--- src/rtl/pci_rr_arbiter.sv ---
// Central PCI bus arbiter: round-robin grant over active-low req lines, at most one gnt low,
// unused grants revoked after MAX_LAT cycles. All outputs are registered.
// Optional bus parking is enabled by defining PCI_ARB_PARK_EN.
module pci_rr_arbiter #(
  parameter int unsigned N_DEV    = 4,
  parameter int unsigned MAX_LAT  = 16,
  parameter int unsigned PARK_DEV = 0
) (
  input  logic                     clk,
  input  logic                     reset,
  input  logic [N_DEV-1:0]         req,
  input  logic                     frame,
  input  logic                     irdy,
  output logic [N_DEV-1:0]         gnt,
  output logic [$clog2(N_DEV)-1:0] gnt_id,
  output logic                     gnt_valid,
  output logic                     bus_busy,
  output logic                     timeout
);

  localparam int unsigned IdxW = $clog2(N_DEV);
  localparam int unsigned CntW = $clog2(MAX_LAT + 1);

  localparam logic [IdxW-1:0] LastIdx = IdxW'(N_DEV - 1);
  localparam logic [CntW-1:0] LatMax  = CntW'(MAX_LAT - 1);
`ifdef PCI_ARB_PARK_EN
  localparam logic [IdxW-1:0] ParkIdx = IdxW'(PARK_DEV);
`endif

  // Elaboration-time sanity checks on the configuration
  if (N_DEV < 2 || N_DEV > 8) begin : g_chk_n_dev
    $error("pci_rr_arbiter: N_DEV must be in 2..8");
  end
  if (MAX_LAT < 1) begin : g_chk_max_lat
    $error("pci_rr_arbiter: MAX_LAT must be at least 1");
  end
  if (PARK_DEV >= N_DEV) begin : g_chk_park_dev
    $error("pci_rr_arbiter: PARK_DEV must be below N_DEV");
  end

  typedef enum logic [1:0] {
    StIdle,
    StGrant,
    StBusy,
    StPark
  } state_e;

  state_e            state_q;
  logic [IdxW-1:0]   last_owner_q;
  logic [CntW-1:0]   wait_cnt_q;

  logic [IdxW-1:0]   winner;
  logic [IdxW-1:0]   cand;
  logic              any_req;

  // Active-low grant vector with only bit idx asserted
  function automatic logic [N_DEV-1:0] onecold(input logic [IdxW-1:0] idx);
    logic [N_DEV-1:0] v;
    v      = '1;
    v[idx] = 1'b0;
    return v;
  endfunction

  // Round-robin pick: first requesting master after last_owner, wrapping around
  always_comb begin
    winner  = last_owner_q;
    any_req = 1'b0;
    cand    = '0;
    for (int unsigned i = 1; i <= N_DEV; i++) begin
      cand = IdxW'((32'(last_owner_q) + i) % N_DEV);
      if (!any_req && !req[cand]) begin
        any_req = 1'b1;
        winner  = cand;
      end
    end
  end

  // Arbitration FSM with registered outputs
  always_ff @(posedge clk or posedge reset) begin
    if (reset) begin
      state_q      <= StIdle;
      last_owner_q <= LastIdx;
      wait_cnt_q   <= '0;
      gnt          <= '1;
      gnt_id       <= '0;
      gnt_valid    <= 1'b0;
      bus_busy     <= 1'b0;
      timeout      <= 1'b0;
    end else begin
      timeout <= 1'b0;
      case (state_q)
        StIdle: begin
          if (!frame) begin
            // Someone else is driving the bus; track it without touching fairness
            state_q  <= StBusy;
            bus_busy <= 1'b1;
          end else if (any_req) begin
            state_q    <= StGrant;
            gnt        <= onecold(winner);
            gnt_id     <= winner;
            gnt_valid  <= 1'b1;
            wait_cnt_q <= '0;
          end
`ifdef PCI_ARB_PARK_EN
          else begin
            state_q   <= StPark;
            gnt       <= onecold(ParkIdx);
            gnt_id    <= ParkIdx;
            gnt_valid <= 1'b1;
          end
`endif
        end

        StGrant: begin
          if (!frame) begin
            state_q      <= StBusy;
            gnt          <= '1;
            gnt_valid    <= 1'b0;
            bus_busy     <= 1'b1;
            last_owner_q <= gnt_id;
          end else if (req[gnt_id]) begin
            // Withdrawn before use: the master keeps its turn
            state_q   <= StIdle;
            gnt       <= '1;
            gnt_valid <= 1'b0;
          end else if (wait_cnt_q == LatMax) begin
            // Latency expired: the offender goes to the back of the rotation
            state_q      <= StIdle;
            gnt          <= '1;
            gnt_valid    <= 1'b0;
            timeout      <= 1'b1;
            last_owner_q <= gnt_id;
          end else begin
            wait_cnt_q <= wait_cnt_q + CntW'(1);
          end
        end

        StBusy: begin
          // Return via IDLE so a turnaround cycle always precedes the next grant
          if (frame && irdy) begin
            state_q  <= StIdle;
            bus_busy <= 1'b0;
          end
        end

`ifdef PCI_ARB_PARK_EN
        StPark: begin
          if (!frame) begin
            state_q      <= StBusy;
            gnt          <= '1;
            gnt_valid    <= 1'b0;
            bus_busy     <= 1'b1;
            last_owner_q <= ParkIdx;
          end else if (!req[ParkIdx]) begin
            // Parked master already holds gnt: promote to a normal grant, no dead cycle
            state_q    <= StGrant;
            wait_cnt_q <= '0;
          end else if (any_req) begin
            // Drop the park grant for one cycle before granting a different master
            state_q   <= StIdle;
            gnt       <= '1;
            gnt_valid <= 1'b0;
          end
        end
`endif

        default: begin
          state_q   <= StIdle;
          gnt       <= '1;
          gnt_valid <= 1'b0;
          bus_busy  <= 1'b0;
        end
      endcase
    end
  end

endmodule

--- config.mk ---
export PLATFORM = sky130hd
export DESIGN_NAME = pci_rr_arbiter
export DESIGN_NICKNAME = d
export VERILOG_FILES = /design/src/rtl/pci_rr_arbiter.sv
export SDC_FILE = /design/constraint.sdc
export NUM_CORES = 1
export LEC_CHECK = 0
export ABC_AREA = 0
export CAP_MARGIN = 20
export CORE_AREA = 5 5 59 61
export DETAILED_ROUTE_END_ITERATION = 12
export DIE_AREA = 0 0 64 66
export SLEW_MARGIN = 15
export SYNTH_ARGS = -nofsm -noshare
export SYNTH_HDL_FRONTEND = slang
export SYNTH_SLANG_ARGS = --single-unit
--- constraint.sdc ---
create_clock -name clk -period 3.2 [get_ports clk]
set_clock_uncertainty 0.1 [all_clocks]
set_input_delay 0.8 -clock clk [delete_from_list [all_inputs] [get_ports clk]]
set_output_delay 0.8 -clock clk [all_outputs]
set_load 0.1 [all_outputs]
## Word-level counts from Yosys, hierarchy flattened

Cells that the tools add are included.

- Register bits after elaboration: 18
- Latch bits: 0
- Bits in writable memories: 0
- ROM bits: 0
- Bits of input ports: 8
- Output and inout port bits: 9
- Word-level logic and storage cells: 110
- Memories kept: 0

- $add $sub $neg: 5
- Multipliers: 0
- Divide/modulo/power cells: 0
- $lt $le $gt $ge: 7
- Eq/ne operators: 14
- Shift-type cells: 0
- Mux-type cells: 55
- Bitwise logic cells: 2
- Reductions and logical operators: 19

Operators with widths:

| kind | number |
|---|---|
| $mux W2 | 13 |
| $mux W5 | 5 |
| $mux W1 | 21 |
| $mux W4 | 5 |
| $lt A2 B3 Y1 const B | 6 |
| $ne A2 B2 Y1 const B | 8 |
| $pmux W4 S3 | 1 |
| $bmux W1 S2 | 5 |
| $pmux W5 S2 | 1 |
| $reduce_and A3 Y1 | 3 |
| $pmux W2 S3 | 1 |
| $reduce_and A6 Y1 | 1 |
| $add A5 B1 Y5 const B | 1 |
| $eq A5 B4 Y1 const B | 1 |
| $logic_and A1 B1 Y1 | 5 |
| $logic_not A1 Y1 | 5 |
| $add A2 B1 Y2 const B | 2 |
| $add A2 B2 Y2 const B | 2 |
| $ne A4 B4 Y1 const B | 1 |
| $not A4 Y4 | 1 |
| $reduce_and A4 Y1 | 1 |
| $ne A3 B3 Y1 const B | 1 |
| $pmux W1 S3 | 1 |
| $demux W1 S2 | 1 |
| other kinds (10) | 10 |

## Longest topological paths before layout

- Depth in word-level cells: 20
- Mapped depth: 7
- Gate-level depth less buffers: 7

## Worst setup path before layout

OpenSTA, ideal clock, no wires.

- Path kind: reg-to-reg
- From: register gnt_id[1]
- To: register gnt[0]
- Setup time: 0.083 ns
- Arrival time: 2.299 ns
- Data required time: 3.017 ns
- Path slack: 0.718 ns
- Stages on the path, launching flop included: 5
- Path buffers: 0
- Clock period less this slack: 2.482 ns
- Path through: dfrtp_1 -> mux4_2 -> or3_4 -> o21a_2 -> o32a_1

- Cells in the longest elaborated chain, start to end: 5
- Elaborated cells between the ends (all ways): 7
- Classes of those cells: 1 x eq/ne; 5 x mux; 1 x reduce/logical

Ends and longest elaborated chain:

| what | line | text |
|---|---|---|
| start: declaration | 15 | `output logic [$clog2(N_DEV)-1:0] gnt_id,` |
| start signal: assignment | 100 | `gnt_id <= winner;` |
| $bmux W1 S2 (*) | 121 | `end else if (req[gnt_id]) begin` |
| $mux W1 (implied by the code) (*) | 121 |  |
| $mux W4 | 121 |  |
| $mux W4 | 115 | `if (!frame) begin` |
| $pmux W4 S3 | 91 | `case (state_q)` |
| end signal: assignment | 99 | `gnt <= onecold(winner);` |
| end: declaration | 14 | `output logic [N_DEV-1:0] gnt,` |

Every way passes the cells marked *; elsewhere a longest branch is shown, timed or not. The select of a mux whose other input is x is not followed.
A chain may end at the register's enable or synchronous reset.

## Final worst setup path

- From: input port req[3]
- To: register gnt[2]

- Cells in the longest elaborated chain, start to end: 19
- Elaborated cells between the ends (all ways): 40
- Classes of those cells: 2 x order compare; 2 x eq/ne; 25 x mux; 1 x bitwise; 10 x reduce/logical

Ends and longest elaborated chain:

| what | line | text |
|---|---|---|
| start: declaration | 11 | `input logic [N_DEV-1:0] req,` |
| $bmux W1 S2 | 71 | `if (!any_req && !req[cand]) begin` |
| $mux W1 (implied by the code) | 71 |  |
| $logic_not A1 Y1 | 71 |  |
| $logic_and A1 B1 Y1 | 71 |  |
| $mux W1 | 71 |  |
| $logic_not A1 Y1 | 71 |  |
| $logic_and A1 B1 Y1 | 71 |  |
| $mux W1 | 71 |  |
| [3 not listed] | -- |  |
| $lt A2 B3 Y1 (implied by the code) or $ge A2 B1 Y1 (tied branches) | 60 | `v[idx] = 1'b0;` |
| $logic_and A1 B1 Y1 (implied by the code) | 60 |  |
| $mux W1 (implied by the code) | 60 |  |
| $demux W1 S2 | 60 |  |
| $not A4 Y4 (no line) | -- |  |
| $mux W4 | 97 | `end else if (any_req) begin` |
| $mux W4 | 93 | `if (!frame) begin` |
| $pmux W4 S3 | 91 |  |

Parallel ways exist; a longest one is shown, timed or not. The select of a mux whose other input is x is not followed.

==> results.tsv <==
metric	value	unit
run_status	completed	
final_common_cell	dfrtp_1	
cts.sinks	18	
clockBufferDepth	2	
fin_nets	115	
finalWorstPathRequiredPeriod	2.487	ns
worst_slack	0.7132	ns
ctsRootBufferMaster	clkbuf_4	
rsz0062_at_grt	no	
cp_data_arrival_time	2.61	ns
placement_rows	20	
regToRegSetupSlack	1.07	ns
regToRegEndpoint	gnt[2]	
drt_first_pass_iters	4	
finalSetupViolCount	0	
grt_antenna_before_repair	0	
synth.yosys.warnings	0	
synth_enable_flop_cells	0	
floorplan.initialDensity	31.11	%
die-width	64	um
ir_drop	0.5029	mV
crit_path_max_incr_delay	0.58	ns
initialDrtViolationCount	37	
layout.cells.most_common_list	12 x dfrtp_1, 9 x nand2_1, 9 x buf_4	
worst_setup_path_endpoint	gnt[2]	
cellInternalPower	0.4993	mW
syn-instance-count	86	
hold_violations	0	
numPortBuffers	16	
ys_seq_elements	18	
syn_nets	96	
place_hpwl	1.403	mm
net-switching-power	0.5008	mW
route.detailed.vias_per_inst	5.190	
cts_repair_resize_count	0	
grt_pass1_vias	742	
gr-total-overflow	0	
fin_crit_sh	77.71	%
crit_path_top_delay_cell	mux4_2	
ctsHtreeMaxLevel	1	
tritoncts	done	
timing.setup.critical_path_class	in -> reg	
cp_max_fo	7	
cp_top_family	multiplexers	
io_pins	17	
via_count	711	
slew_headroom	53.90	%
maxClockFrequency	402.1	MHz
postSynth.asyncResetShare	100.0	%
path_buf_inv	1	
avgSynthCellArea	10.59	um2
netlist_area	910.9	um2
layout_overhead_on_the_synthesized_area	21.70	%
min_delay_path_depth	2	
maxCapViolCount	0	
layout_cells_sized_above_1	25.00	%
synth.distinct_cells	32	
cts-buffers-inserted	3	
power.switching_fraction	50.08	%
routed_wl	1.909	mm
tightest_slew	0.6908	ns
clkTransAtPathRegs	0.10	ns
diodes	0	
detail-route-antenna-nets	0	
routabilityCongestion	0.8001	
end_kind	flop	
power-per-cell-area	902.1	nW/um2
seq_power_share	37.8	%
reg2reg_from	wait_cnt_q[0]	
fp.dieH	66	um
postCtsSetupRepairBufs	0	
pwr-share-clk	11.8	%
worst-endpoint-required	3.32	ns
yosys_most_used_dff	dfrtp_1	
min_path_type	reg -> reg	
r2r_worst_path_depth	7	
grt_max_degree	19	
hold_buffers_post_cts	0	
remaining_drc_errors	0	
final_setup_tns	0	ns
power.combinational.fraction	50.5	%
timing.critical_path.depth	5	
track_usage	10.50	%
drv_slew	0	
cell_by_cell_trace_of_the_critical_path	clkdlybuf4s50_1 -> mux4_2 -> or3_4 -> o21a_2 -> o32a_1	
die_area	4224	um2
routed_wire_length_per_instance	13.93	um
synth_sequential_area_ratio	50.27	%
fillers	289	
fp.coreArea	2928	um2
crit_path_start	req[3]	
placement.setup.worst_slack	0.4096	ns
clk_latency	0.30	ns
total_leakage_power	0.4736	nW
setup.worst_path.start_class	input pin	
grt_pass1_wl	3.498	mm
finalPower	1.000	mW
==> per-layer routing <==
metal / vias up / GRT usage [%] / share of wire (%)
met5: - / 0 / 0
met4: 0 / 4.935 / 1.7
met3: 3 / 2.041 / 5.2
met2: 21 / 16.33 / 44
met1: 338 / 13.89 / 49
li1: 349 / - / -
==> flip-flops by register name (all words and copies together) (netlist names) <==
| signal | flops |
|---|---|
| wait_cnt_q | 5 |
| gnt | 4 |
| gnt_id | 2 |
| last_owner_q | 2 |
| state_q | 2 |
| bus_busy | 1 |
| gnt_valid | 1 |
| timeout | 1 |
==> power groups by stage <==
stage | Combinational, mW | Clock [mW] | Sequential [mW]
2_1_floorplan | 0.143 | 0 | 0.634
3_3_place_gp | 0.504 | 0 | 0.381
3_5_place_dp | 0.507 | 0 | 0.380
4_1_cts | 0.507 | 0.126 | 0.379
5_1_grt | 0.533 | 0.134 | 0.393
6_report | 0.505 | 0.118 | 0.378
==> synth_stat cells (2+ instances only) <==
cell type / number / share of area [%]
clkbuf_1: 2 / 0.82
a22oi_1: 2 / 1.6
mux2i_1: 3 / 3.3
inv_1: 5 / 2.1
nand2b_1: 4 / 2.7
dfstp_2: 6 / 17
nand3_1: 3 / 1.6
dfrtp_1: 12 / 33
nor2_1: 8 / 3.3
nor3_1: 2 / 1.1
a2bb2oi_1: 3 / 2.9
ha_1: 2 / 2.7
o21ai_0: 3 / 1.6
nand2_1: 9 / 3.7
o32a_1: 2 / 2.2
mux2_2: 4 / 4.9
==> worst reg2reg max path, delay by kind of cell, from the launching register on <==
family	cells	cell delay [ns]
simple gates	3	0.76
fa+ha+maj	2	0.45
flops	1	0.42
compound gates	2	0.33
==> layout make-up <==
| type | count | area (um2) | area share [%] |
|---|---|---|---|
| repair buffers | 16 | 137.6 | 12.42 |
| clock buffers | 4 | 26.28 | 2.370 |
| flip-flops and latches | 18 | 457.9 | 41.31 |
| well taps | 33 | 41.29 | 3.725 |
| inverters | 5 | 18.77 | 1.693 |
| multi-input cells | 61 | 426.7 | 38.49 |
==> kinds of logic after synthesis <==
kind of cell / share of synthesized area (%)
adder cells (fa/ha/maj): 2.747
flip-flops: 50.27
multiplexers: 10.71
AO/OA/AOI/OAI: 16.07
buffers and inverters: 2.885
AND/OR/NAND/NOR: 17.31
==> worst min-delay path by stage <==
stage | start | to | slack, ns
after CTS | gnt_valid | gnt_valid | 0.40
after floorplan | wait_cnt_q[2] | wait_cnt_q[2] | 0.36
after global placement | gnt_valid | gnt_valid | 0.37
after global routing | wait_cnt_q[0] | wait_cnt_q[0] | 0.43
after detailed placement | gnt_valid | gnt_valid | 0.37
final | gnt_valid | gnt_valid | 0.40
==> metrics by stage <==
step	instances	hold slack, ns	utilization, %	area, um2
after floorplan	86	0.3595	-	910.9
after global placement	133	0.3678	36.97	1082
after detailed placement	133	0.3709	36.97	1082
after CTS	137	0.4020	37.86	1109
after global routing	137	0.4328	37.86	1109
final	137	0.4029	37.86	1109
(Power assumes the default switching activity.)
